### config.mk
export PLATFORM = sky130hd
export DESIGN_NAME = receptor
export DESIGN_NICKNAME = d
export VERILOG_FILES = /design/src/rtl/receptor_pkg.sv /design/src/rtl/receptor_sincronizador.sv /design/src/rtl/receptor.sv
export SDC_FILE = /design/constraint.sdc
export NUM_CORES = 1
export LEC_CHECK = 0
export ABC_CLOCK_PERIOD_IN_PS = 3100
export CAP_MARGIN = 40
export CORE_UTILIZATION = 33
export CTS_CLUSTER_SIZE = 10
export DETAILED_ROUTE_END_ITERATION = 12
export PLACE_DENSITY_LB_ADDON = 0.1
export REMOVE_ABC_BUFFERS = 1
export SLEW_MARGIN = 10
export SYNTH_ARGS = -nofsm -noshare
export SYNTH_HDL_FRONTEND = slang
export SYNTH_HIERARCHICAL = 1
export SYNTH_SLANG_ARGS = --single-unit
export TNS_END_PERCENT = 50
### constraint.sdc
create_clock -name clk -period 3.1 [get_ports clk]
set_input_delay 0.62 -clock clk [delete_from_list [all_inputs] [get_ports clk]]
set_output_delay 0.62 -clock clk [all_outputs]
set_load 0.05 [all_outputs]
### src/rtl/receptor_pkg.sv
// Shared UART definitions: frame width, oversampling factor and one-hot receiver states.
// Imported by the receiver and its synchronizer.
package receptor_pkg;

    localparam int NBITS_DEF     = 8;
    localparam int NUM_TICKS_DEF = 16;

    typedef logic [3:0] state_t;

    localparam state_t ST_IDLE  = 4'b0001;
    localparam state_t ST_START = 4'b0010;
    localparam state_t ST_DATA  = 4'b0100;
    localparam state_t ST_STOP  = 4'b1000;

    // Width of the data-bit index; never zero even for a one-bit frame.
    function automatic int nbits_w(input int nbits);
        return (nbits > 1) ? $clog2(nbits) : 1;
    endfunction

endpackage

### src/rtl/receptor_sincronizador.sv
// Two-flop synchronizer for asynchronous inputs; resets to all ones so an idle-high line
// never looks like a start bit coming out of reset.
module sincronizador #(
    parameter int WIDTH = 1
) (
    input  logic             clk,
    input  logic             reset,
    input  logic [WIDTH-1:0] d_i,
    output logic [WIDTH-1:0] q_o
);

    logic [WIDTH-1:0] meta_q;
    logic [WIDTH-1:0] sync_q;

    always_ff @(posedge clk) begin
        if (reset) begin
            meta_q <= '1;
            sync_q <= '1;
        end else begin
            meta_q <= d_i;
            sync_q <= meta_q;
        end
    end

    assign q_o = sync_q;

endmodule

### src/rtl/receptor.sv
// UART receiver, 8N1, oversampled by NUM_TICKS: deserializes LSB-first frames from rx,
// pulses rx_done_tick for one clk with data_out/frame_error updated on the same edge.
module receptor
    import receptor_pkg::*;
#(
    parameter int NBITS     = NBITS_DEF,
    parameter int NUM_TICKS = NUM_TICKS_DEF
) (
    input  logic             clk,
    input  logic             reset,
    input  logic             tick,
    input  logic             rx,
    output logic [NBITS-1:0] data_out,
    output logic             rx_done_tick,
    output logic             frame_error
);

    localparam int ACC_W = $clog2(NUM_TICKS);
    localparam int N_W   = nbits_w(NBITS);

    localparam logic [ACC_W-1:0] ACC_MID  = ACC_W'(NUM_TICKS / 2 - 1);
    localparam logic [ACC_W-1:0] ACC_LAST = ACC_W'(NUM_TICKS - 1);
    localparam logic [N_W-1:0]   N_LAST   = N_W'(NBITS - 1);

    logic rx_s;

    sincronizador #(.WIDTH(1)) u_sync (
        .clk   (clk),
        .reset (reset),
        .d_i   (rx),
        .q_o   (rx_s)
    );

    state_t           state_q, state_d;
    logic [ACC_W-1:0] acc_q, acc_d;
    logic [N_W-1:0]   n_q, n_d;
    logic [NBITS-1:0] buf_q, buf_d;
    logic [NBITS-1:0] data_q, data_d;
    logic             done_q, done_d;
    logic             ferr_q, ferr_d;

    always_ff @(posedge clk) begin
        if (reset) begin
            state_q <= ST_IDLE;
            acc_q   <= '0;
            n_q     <= '0;
            buf_q   <= '0;
            data_q  <= '0;
            done_q  <= 1'b0;
            ferr_q  <= 1'b0;
        end else begin
            state_q <= state_d;
            acc_q   <= acc_d;
            n_q     <= n_d;
            buf_q   <= buf_d;
            data_q  <= data_d;
            done_q  <= done_d;
            ferr_q  <= ferr_d;
        end
    end

    always_comb begin
        state_d = state_q;
        acc_d   = acc_q;
        n_d     = n_q;
        buf_d   = buf_q;
        data_d  = data_q;
        done_d  = 1'b0;
        ferr_d  = ferr_q;
        case (state_q)
            ST_IDLE: begin
                if (!rx_s) begin
                    state_d = ST_START;
                    acc_d   = '0;
                end
            end
            ST_START: begin
                if (tick) begin
                    if (acc_q == ACC_MID) begin
                        // A start bit that is high again by mid-bit is a glitch.
                        state_d = rx_s ? ST_IDLE : ST_DATA;
                        acc_d   = '0;
                        n_d     = '0;
                    end else begin
                        acc_d = acc_q + 1'b1;
                    end
                end
            end
            ST_DATA: begin
                if (tick) begin
                    if (acc_q == ACC_LAST) begin
                        buf_d = {rx_s, buf_q[NBITS-1:1]};
                        acc_d = '0;
                        if (n_q == N_LAST) begin
                            state_d = ST_STOP;
                        end else begin
                            n_d = n_q + 1'b1;
                        end
                    end else begin
                        acc_d = acc_q + 1'b1;
                    end
                end
            end
            ST_STOP: begin
                if (tick) begin
                    if (acc_q == ACC_LAST) begin
                        data_d  = buf_q;
                        ferr_d  = ~rx_s;
                        done_d  = 1'b1;
                        state_d = ST_IDLE;
                        acc_d   = '0;
                    end else begin
                        acc_d = acc_q + 1'b1;
                    end
                end
            end
            default: begin
                state_d = ST_IDLE;
                acc_d   = '0;
                n_d     = '0;
            end
        endcase
    end

    always_comb begin
        data_out     = data_q;
        rx_done_tick = done_q;
        frame_error  = ferr_q;
    end

endmodule

After elaboration in Yosys (flattened, before gate mapping)
Cells that the tools add are included.
- $lt $le $gt $ge: 0
- divide/modulo/power cells: 0
- reductions and logical operators: 8
- shifts and indexed selects: 0
- multipliers: 0
- bitwise gates (word level): 4
- eq/ne operators: 17
- multiplexer cells: 23
- $add $sub $neg: 2
- operators with widths (kind ; number):
    two-way mux 4 bit ; 13
    two-way mux 3 bit ; 6
    != test 2 bit, second input constant ; 9
    case mux 4 bit (4 select lines) ; 1
    case mux 4 bit (3 select lines) ; 1
    case mux 3 bit (3 select lines) ; 1
    AND reduction 3 bit ; 3
    == test 4 x 3 -> 1 bit, second input constant ; 2
    == test 4 bit, second input constant ; 2
    AND reduction 8 bit ; 1
    AND reduction 6 bit ; 1
    adder 4 x 1 -> 4 bit, second input constant ; 1
    == test 4 x 1 -> 1 bit, second input constant ; 1
    == test 4 x 2 -> 1 bit, second input constant ; 1
    NOT 1 bit ; 4
    OR reduction 2 bit ; 2
    adder 3 x 1 -> 3 bit, second input constant ; 1
    == test 3 bit, second input constant ; 1
    OR reduction 3 bit ; 1
    != test 2 x 1 -> 1 bit, second input constant ; 1
    two-way mux 1 bit ; 1
- memory bits (writable): 0
- logic and storage cells: 63
- register bits after elaboration: 31
- memories kept: 0
- memory bits (read-only): 0
- latch bits: 0

Logic depth before layout (Yosys ltp)
Gate-level depths: netlist of the first run.
- depth in word-level cells: 5
- depth in mapped cells: 7
- gate-level depth less buffers: 7

Hierarchy
The synthesis of the first run kept the hierarchy.
- modules (own cells, without submodules) (module ; area each (um^2) ; sequential area each (um^2) ; times used ; cells an instance):
    receptor ; 1385.1 ; 580.6 ; 1 ; 147
    sincronizador ; 52.6 ; 40.0 ; 1 ; 4

Least setup slack after synthesis of the first run
No wires, ideal clock.
- path kind: register -> register
- start: reg acc_q[0]
- end: reg acc_q[3]
- path buffers: 0
- data arrival time: 1917 ps
- setup time: 74 ps
- stages on the path, launching flop included: 7
- setup slack: 1109 ps
- data required time: 3026 ps
- cells stage by stage: dfxtp_1 > ha_1 > and2_1 > a2111oi_0 > nor2_1 > or4_1 > a31oi_1
- cells in the longest elaborated chain, start to end: 4
- RTL lines (element ; line ; source):
    from (decl) ; receptor.sv:35 ; logic [ACC_W-1:0] acc_q, acc_d;
    from (signal assigned) ; receptor.sv:45 ; acc_q <= '0;
    from (signal assigned) ; receptor.sv:53 ; acc_q <= acc_d;
    adder 4 x 1 -> 4 bit (tied with other cells) ; receptor.sv:85, receptor.sv:100, receptor.sv:113 ;
    two-way mux 4 bit (on tied branches) ; receptor.sv:91, receptor.sv:106, receptor.sv:79 ;
    two-way mux 4 bit (on tied branches) ; receptor.sv:90, receptor.sv:78 ;
    case mux 4 bit (3 select lines) * ; receptor.sv:70 ; case (state_q)
Every way passes the cells marked *; elsewhere a longest branch is shown, timed or not. The select of a mux whose other input is x is not followed.
A chain may end at the register's enable or synchronous reset.

Worst setup path in the final report of the first run
Same ends and word-level chain as after synthesis.

==> metrics, run 1 <==
status completed; Synth Flop Type dfxtp_1; maxcap violations 0; Fin. Hold Viols 0; switching share of power a little under a third; Worst-Skew Late Latency ~0.28 ns; Clk pin slew, worst setup/hold paths about 0.070 ns; gpl congestion roughly 0.80; Yosys top cell area share ~43%; internal power about 0.65 mW; worst-margin pin slew ~0.74 ns; via/cell ratio approximately 5.3; drt first pass iters 4; WS Path Type reg -> reg; Yosys warning count 6; number of routed nets with antenna violations 0; total track usage around 15%; post-synthesis sequential area ratio roughly 43%; CP Launch Type flop; metal2 WL 1.32 mm; ant diodes 0; vias in the first global route 1021; Metal-1 WL approximately 1.4 mm; Seq cells post-synth 31; CP arrival around 2.5 ns; reg-to-reg startpoint acc_q[0]; uppermost layer routed met4; Post-synth EDFFs 0; top cells by area, synth dfxtp_1, mux2i_1, nor2_1; Clock Power Share approximately 34%; WHS Path Cells 1; Mapped Cells roughly 150; initial core utilization a little over a third; via count 1124; Mapped Area roughly 1400 sq um; Final period util between 70% and 80%; I/O Pins 14; area leader, netlist dfxtp_1; Reg-to-Reg End acc_q[3]; Synth cell types a little over 40; Worst slew margin between 40% and 50%; Mean Syn Cell Area about 9.5 sq um; FFs w/ async S/R, synth 0%; # port buffers 13; number of hold buffers added after CTS 0; RSZ-0062 raised after global routing false; WP data required between 3 and 4 ns; Leak around 0.56 nW; Logic pwr share 18.2%; # fillers approximately 420; Setup TNS 0 ns; Worst VDD drop between 0.2 and 0.25 mV; crit path from acc_q[0]; Iter 0 DRT Violations 118; HPWL Detailed 1.81 mm; setup bufs post-CTS 0; layout cells sized above 1 9.76%; pre-CTS WS 0.720 ns; Core Util, Final approximately 40%; Flop pwr share 47.5%; largest net degree at the start of global routing 35; DIE HEIGHT roughly 70 um; net switching power around 0.28 mW; die area between 4000 and 5000 sq um; HP Class reg -> reg; DIE WIDTH 68.0 um; TritonCTS buffer count 5; DRC errors left 0; Final WS setup between 0.8 and 0.9 ns; Tot Pwr between 0.9 and 1 mW; Final Setup Violations 0; Max Transition Viols Final 0; CTS tree yes; initial antenna violation count 0; commonest cells in the netlist dfxtp_1, nor2_1, mux2i_1; clock sink count 31; Bufs on Longest Clock Path 2; final WL 2.87 mm; Crit. End Element flop; root buf cell clkbuf_8; reg2reg path depth 6; r2r setup slk 0.86 ns; end point of the critical path acc_q[3]; post_cts resized 0; htree depth 2; FMAX 0.446 GHz; minimum clock period after layout between 2 and 2.5 ns; area grow syn2layout 17.1%; global route overflow 0; WL met3 around 140 um; clk_skew 0.00797 ns; FP Rows 23; top-count cell post-synth dfxtp_1; pwr/cell area between 500 and 600 nW/um^2; first-pass GRT wire length 4.87 mm; Avg WL per Cell 13.4 um; core box area 4090 sq um; worst-path fanout max 4; Layout Nets approximately 170
[flip-flops by register name (all words and copies together), names as in the netlist]
name	count
frame_error	1
acc_q	4
state_q	4
data_out	8
u_sync/meta_q	1
buf_q	8
rx_done_tick	1
n_q	3
u_sync/q_o	1
[placed cells by master, fill, tap and decap left out, types with 2 or more instances in the layout]
cell type and count:
a211oi_1 2, a21oi_1 8, a31o_2 3, and2_1 2, buf_4 2, clkbuf_8 6
clkdlybuf4s50_1 13, dfxtp_1 31, ha_1 3, mux2i_1 18, nand2_1 4, nand2b_1 9
nand3_1 4, nor2_1 22, nor2_4 2, nor2b_1 3, nor3b_1 2, nor4b_1 2
o21ai_1 2, or2_1 2, or3_1 2, or4b_1 2, xnor2_1 2
[kinds of logic (layout without fill, tap and decap cells)]
| group | count (synthesis) | in the layout | share of synthesized area (%) |
|---|---|---|---|
| buf+inv | 9 | 22 | 3.83 |
| simple gates | 64 | 64 | 25.7 |
| mux | 18 | 18 | 12.5 |
| fa+ha+maj | 3 | 3 | 2.61 |
| xor+xnor | 2 | 2 | 1.22 |
| compound gates | 24 | 24 | 11.0 |
| flops | 31 | 31 | 43.2 |
[final cells by class]
cell class                 instances  area [sq um]  area share [%]
clock buffer                       6          82.6            4.90
clock inverter                     1          5.00           0.297
multi-input combinational        111           768            45.6
sequential                        31           621            36.8
tap                               50          62.6            3.71
timing repair buffer              15           145            8.62
[per-stage QoR]
stage,std cells,hold slack [ns],instance area (sq um)
after floorplan,142,0.383,1380
after global placement,207,0.390,1600
after detailed placement,207,0.390,1600
after CTS,214,0.405,1680
after global routing,214,0.429,1680
final,214,0.403,1680
[per-layer routing]
layer / vias up / track usage, %
li1: 565 / -
met3: 6 / 6.00
met4: 0 / 8.07
met5: - / 0
met1: 529 / 18.5
met2: 24 / 21.0
[power groups by stage]
stage	clock (mW)	sequential [mW]	combinational [mW]
floorplan	0	0.441	0.129
global placement	0	0.452	0.164
detailed placement	0	0.452	0.165
CTS	0.334	0.443	0.168
global route	0.349	0.448	0.189
finish	0.321	0.444	0.170
[how the worst min path moves through the flow]
stage,startpoint,endpoint
5_1_grt,u_sync/meta_q,u_sync/q_o
4_1_cts,u_sync/meta_q,u_sync/q_o
3_3_place_gp,u_sync/meta_q,u_sync/q_o
3_5_place_dp,u_sync/meta_q,u_sync/q_o
6_report,u_sync/meta_q,u_sync/q_o
2_1_floorplan,u_sync/meta_q,u_sync/q_o
[critical path, cell delays in order (launching register included)]
cell,delay [ns]
dfxtp_1,0.34
ha_1,0.24
and2_1,0.20
a2111oi_0,0.60
nor2_1,0.15
or4_1,0.49
a31oi_1,0.16
No activity file was read; power rests on OpenSTA's default activity.
==> run 2, diff against run 1 <==
ABC_CLOCK_PERIOD_IN_PS = 1900   (was 3100)
clock period = 1.9 ns   (was 3.1 ns; I/O delays follow)
==> run 2 against run 1 <==
First-iteration DRC count decreased by 47%. Final cell count rose by 13%. Global-route usage up 0.56 points. Sequential cell count unchanged. Clock-buffer cell count stayed put. Sequential share of layout area decreased by 5.9 points. Hold slack improved by 0.0035 ns. Utilization is 8.1 points higher. Final area rose by 20%. Via count up 7.7%. Non-clock buffer count grew 27. Critical path depth up 1. Largest power group unchanged.
==> metrics, run 2 (synthesized netlist as in run 1, its figures left out) <==
core box area 4090 sq um (unchanged); Layout Nets 198 (was 171); vias in the first global route 1127 (was 1021); DRC errors left 0 (unchanged); via/cell ratio 5.02 (was 5.25); pwr/cell area 865 nW/um^2 (was 556 nW/um^2); Worst-Skew Late Latency 0.27 ns (was 0.28 ns); area grow syn2layout 40.0% (was 17.1%); most common cell after layout, fill and taps aside dfxtp_1 (unchanged); root buf cell clkbuf_8 (unchanged); Avg WL per Cell 13.3 um (was 13.4 um); switching share of power 27.8% (was 30.2%); CTS tree yes (unchanged); Crit. End Element flop (unchanged); I/O Pins 14 (unchanged); Flop pwr share 39.6% (was 47.5%); initial core utilization 35.2% (unchanged); TritonCTS buffer count 5 (unchanged); maxcap violations 0 (unchanged); FP Rows 23 (unchanged); via count 1210 (was 1124); commonest cells after routing, fill and taps aside dfxtp_1, buf_4, nor2_1, mux2i_1, clkdlybuf4s50_1 (was dfxtp_1, nor2_1, mux2i_1, clkdlybuf4s50_1, nand2b_1); gpl congestion 0.753 (was 0.799); Setup TNS 0 ns (unchanged); total track usage 15.2% (was 14.7%); DIE HEIGHT 68.0 um (unchanged); crit-path cells ha_4, and2_4, a2111oi_4, buf_4, nor2_1, or4_1, a31oi_1 (was ha_1, and2_1, a2111oi_0, nor2_1, or4_1, a31oi_1); initial antenna violation count 0 (unchanged); htree depth 2 (unchanged); clock sink count 31 (unchanged); Leak 0.707 nW (was 0.560 nW); Fin. Hold Viols 0 (unchanged); drt first pass iters 4 (unchanged); worst-path fanout max 2 (was 4); DIE WIDTH 68.0 um (unchanged); number of routed nets with antenna violations 0 (unchanged); HP Class reg -> reg (unchanged); internal power 1.26 mW (was 0.654 mW); first-pass GRT wire length 5.14 mm (was 4.87 mm); Iter 0 DRT Violations 63 (was 118); FMAX 0.544 GHz (was 0.446 GHz); global route overflow 0 (unchanged); Max Transition Viols Final 0 (unchanged); worst-margin pin slew 0.501 ns (was 0.744 ns); CP Launch Type flop (unchanged); Worst VDD drop 0.507 mV (was 0.235 mV); layout cells sized above 1 28.8% (was 9.76%); final WL 3.21 mm (was 2.87 mm); Final period util 96.8% (was 72.3%); number of hold buffers added after CTS 0 (unchanged); Bufs on Longest Clock Path 2 (unchanged); CP max stage delay 0.46 ns (was 0.60 ns); Logic pwr share 25.6% (was 18.2%); ant diodes 0 (unchanged); largest net degree at the start of global routing 14 (was 35); WS Path Type reg -> reg (unchanged); Clock Power Share 34.8% (was 34.3%); # port buffers 13 (unchanged); HPWL Detailed 2.26 mm (was 1.81 mm); clk_skew 0.00308 ns (was 0.00797 ns); WP data required 2.10 ns (was 3.32 ns); status completed (unchanged); Clk pin slew, worst setup/hold paths 0.06 ns (was 0.07 ns); minimum clock period after layout 1.84 ns (was 2.24 ns); Final Setup Violations 0 (unchanged); Tot Pwr 1.74 mW (was 0.936 mW); net switching power 0.484 mW (was 0.283 mW); die area 4620 sq um (unchanged); CP arrival 2.04 ns (was 2.46 ns); slowest CP cell or4_1 (was a2111oi_0); Worst slew margin 66.5% (was 49.7%)
==> run 2: worst paths after layout <==
kind,cells after the start,startpoint,end,slack [ns]
worst max register to register,7,acc_q[0],acc_q[3],0.06
worst min register to register,1,u_sync/meta_q,u_sync/q_o,0.41
worst max-delay path,7,acc_q[0],acc_q[3],0.06
worst min-delay path,1,u_sync/meta_q,u_sync/q_o,0.41
==> run 2: repair_timing <==
item,4_1_cts,5_1_grt
endpoints found under the setup margin,3,19
buffers inserted,0,1
gates resized for setup,4,20
pin swaps,1,2
cloned,0,1
==> run 2: layout make-up <==
class	count	area, sq um
Clock buffer	6	72.6
Clock inverter	1	30.0
Fill cell	394	2070
Multi-Input combinational cell	111	857
Sequential cell	31	623
Tap cell	50	62.6
Timing Repair Buffer	42	368
==> run 2: power groups by stage <==
stage               clock (mW)  sequential (mW)  combinational (mW)
floorplan                    0            0.720               0.211
global placement             0            0.702               0.398
detailed placement           0            0.701               0.400
CTS                      0.628            0.687               0.410
global route             0.654            0.691               0.488
finish                   0.606            0.690               0.446
==> run 2: per-stage QoR <==
| step | instances | instance area, sq um | hold slack [ns] | worst slack, ns | util (%) |
|---|---|---|---|---|---|
| 5_1_grt | 241 | 2010 | 0.416 | -0.00677 | 49.3 |
| 2_1_floorplan | 142 | 1380 | 0.383 | -0.788 | - |
| 6_report | 241 | 2010 | 0.406 | 0.0612 | 49.3 |
| 4_1_cts | 239 | 1910 | 0.408 | 0.00104 | 46.8 |
| 3_3_place_gp | 232 | 1800 | 0.388 | -0.131 | 44.0 |
| 3_5_place_dp | 232 | 1800 | 0.392 | -0.156 | 44.0 |
==> run 2: per-layer routing <==
metal,track usage (%),share of wire [%],vias up
met4,7.03,2.2,0
met2,22.8,44,20
met3,4.67,2.9,8
li1,-,-,621
met1,19.8,51,561
met5,0,0,-
==> run 2: critical path, delay by kind of cell (launching register included) <==
family          cells  cell delay, ns
fa+ha+maj           1            0.16
compound gates      2            0.44
simple gates        3            0.67
flops               1            0.34
buf+inv             1            0.16
==> run 3, diff against run 2 <==
MAX_ROUTING_LAYER = met4   (was default)
==> run 3 against run 2 <==
Combinational power barely moved. Non-clock buffer count did not move. Clock-buffer cell count did not move. Register-to-register slack barely moved. Highest routed layer unchanged. Final area did not move. Power barely moved. Clock power barely moved. Utilization did not move.
==> metrics, run 3 (synthesized netlist as in run 1, its figures left out) <==
status completed (unchanged); HP Class reg -> reg (unchanged); TritonCTS buffer count 5 (unchanged); global route overflow 0 (unchanged); FMAX 0.544 GHz (unchanged); die area 4620 sq um (unchanged); most common cell after layout, fill and taps aside dfxtp_1 (unchanged); Final period util 96.8% (unchanged); fin area 2010 sq um (unchanged); Core Util, Final 49.3% (unchanged); pwr/cell area 865 nW/um^2 (about the same); # port buffers 13 (unchanged); via/cell ratio 5.06 (was 5.02); Fin. Hold Viols 0 (unchanged); met1 usage 19.9% (was 19.8%); Clk pin slew, worst setup/hold paths 0.06 ns (about the same); commonest cells after routing, fill and taps aside dfxtp_1, buf_4, nor2_1, mux2i_1, clkdlybuf4s50_1 (unchanged); core box area 4090 sq um (unchanged); number of routed nets with antenna violations 0 (unchanged); DIE WIDTH 68.0 um (unchanged); Bufs on Longest Clock Path 2 (unchanged); drt first pass iters 4 (unchanged); GR Layer Usage met3 4.50% (was 4.67%); minimum clock period after layout 1.84 ns (unchanged); Avg WL per Cell 13.4 um (was 13.3 um); Clock Power Share 34.8% (about the same); met2 usage 22.8% (unchanged); net switching power 0.484 mW (about the same); maxcap violations 0 (unchanged); via count 1219 (was 1210); Setup TNS 0 ns (unchanged); crit-path cells ha_4, and2_4, a2111oi_4, buf_4, nor2_1, or4_1, a31oi_1 (unchanged); clk_skew 0.00320 ns (was 0.00308 ns); internal power 1.26 mW (unchanged); Finished Layout Cells 241 (unchanged); clock sink count 31 (unchanged); reg2reg path depth 7 (unchanged); total track usage 15.7% (was 15.2%); vias in the first global route 1127 (unchanged); initial antenna violation count 0 (unchanged); Most Crowded Layer GR met2 (unchanged); Max Transition Viols Final 0 (unchanged); worst-path fanout max 2 (unchanged); Worst-Skew Late Latency 0.27 ns (about the same); dpl cell area 1800 sq um (unchanged); CP Launch Type flop (unchanged); initial core utilization 35.2% (unchanged); slowest CP cell or4_1 (unchanged); Crit. End Element flop (unchanged); CP max stage delay 0.46 ns (about the same); number of hold buffers added after CTS 0 (unchanged); htree depth 2 (unchanged); placed instance count 232 (unchanged); FP Rows 23 (unchanged); I/O Pins 14 (unchanged); Final Setup Violations 0 (unchanged); switching share of power 27.8% (about the same); WP data required 2.10 ns (about the same); area grow syn2layout 40.0% (unchanged); Worst slew margin 66.5% (about the same); ant diodes 0 (unchanged); HPWL Detailed 2.26 mm (unchanged); WHS Path Cells 1 (unchanged); DRC errors left 0 (unchanged); worst-margin pin slew 0.501 ns (about the same); WS Path Type reg -> reg (unchanged); layout cells sized above 1 28.8% (unchanged); root buf cell clkbuf_8 (unchanged); final WL 3.22 mm (was 3.21 mm); first-pass GRT wire length 5.15 mm (was 5.14 mm); Leak 0.707 nW (unchanged); Flop pwr share 39.6% (about the same); Logic pwr share 25.6% (about the same); largest net degree at the start of global routing 14 (unchanged); Worst VDD drop 0.508 mV (was 0.507 mV); DIE HEIGHT 68.0 um (unchanged); Iter 0 DRT Violations 64 (was 63); CTS tree yes (unchanged); gpl congestion 0.763 (was 0.753); CP arrival 2.04 ns (about the same); Layout Nets 198 (unchanged)
-- run 3: cell counts in the layout (fill, tap and decap cells not counted) --
No cell type changed its count.
-- run 3: routing by layer --
layer	part of all wire, %	wire length (um)
met3	2.7	87
met5	0	0
met4	2.1	68
met2	45	1450
met1	50	1620
-- run 3: per-stage QoR --
step                worst slack [ns]  power [mW]  hold slack (ns)
floorplan                     -0.788       0.931            0.383
finish                        0.0612        1.74            0.406
CTS                          0.00104        1.72            0.408
global placement              -0.131        1.10            0.388
detailed placement            -0.156        1.10            0.392
global route                -0.00677        1.83            0.416
-- run 3: final cells by class --
class,instances,area (sq um)
fillers,394,2070
multi-input cells,111,857
flip-flops and latches,31,623
repair buffers,42,368
clock buffers,6,72.6
well taps,50,62.6
clock inverters,1,30.0
-- run 3: worst paths after layout --
| kind | endpoint | start | slack, ns |
|---|---|---|---|
| hold / removal | u_sync/q_o | u_sync/meta_q | 0.41 |
| setup / recovery | acc_q[3] | acc_q[0] | 0.06 |
| setup reg to reg | acc_q[3] | acc_q[0] | 0.06 |
| hold reg to reg | u_sync/q_o | u_sync/meta_q | 0.41 |
-- run 3: critical path, delay by kind of cell (launching register included) --
family | cells | cell delay (ns)
compound gates | 2 | 0.44
fa+ha+maj | 1 | 0.16
buf+inv | 1 | 0.16
flops | 1 | 0.34
simple gates | 3 | 0.67
-- run 3: power groups by stage --
stage	Combinational (mW)	Sequential [mW]	Clock, mW
after floorplan	0.211	0.720	0
after global placement	0.398	0.702	0
after detailed placement	0.400	0.701	0
after CTS	0.410	0.687	0.628
after global routing	0.488	0.691	0.654
final	0.446	0.690	0.606
-- run 3: timing repair --
action | CTS | global route
pin swaps | 1 | 2
hold endpoints to repair | 0 | 0
buffers inserted | 0 | 1
resized for setup | 4 | 20
endpoints found under the setup margin | 3 | 19
gates cloned | 0 | 1
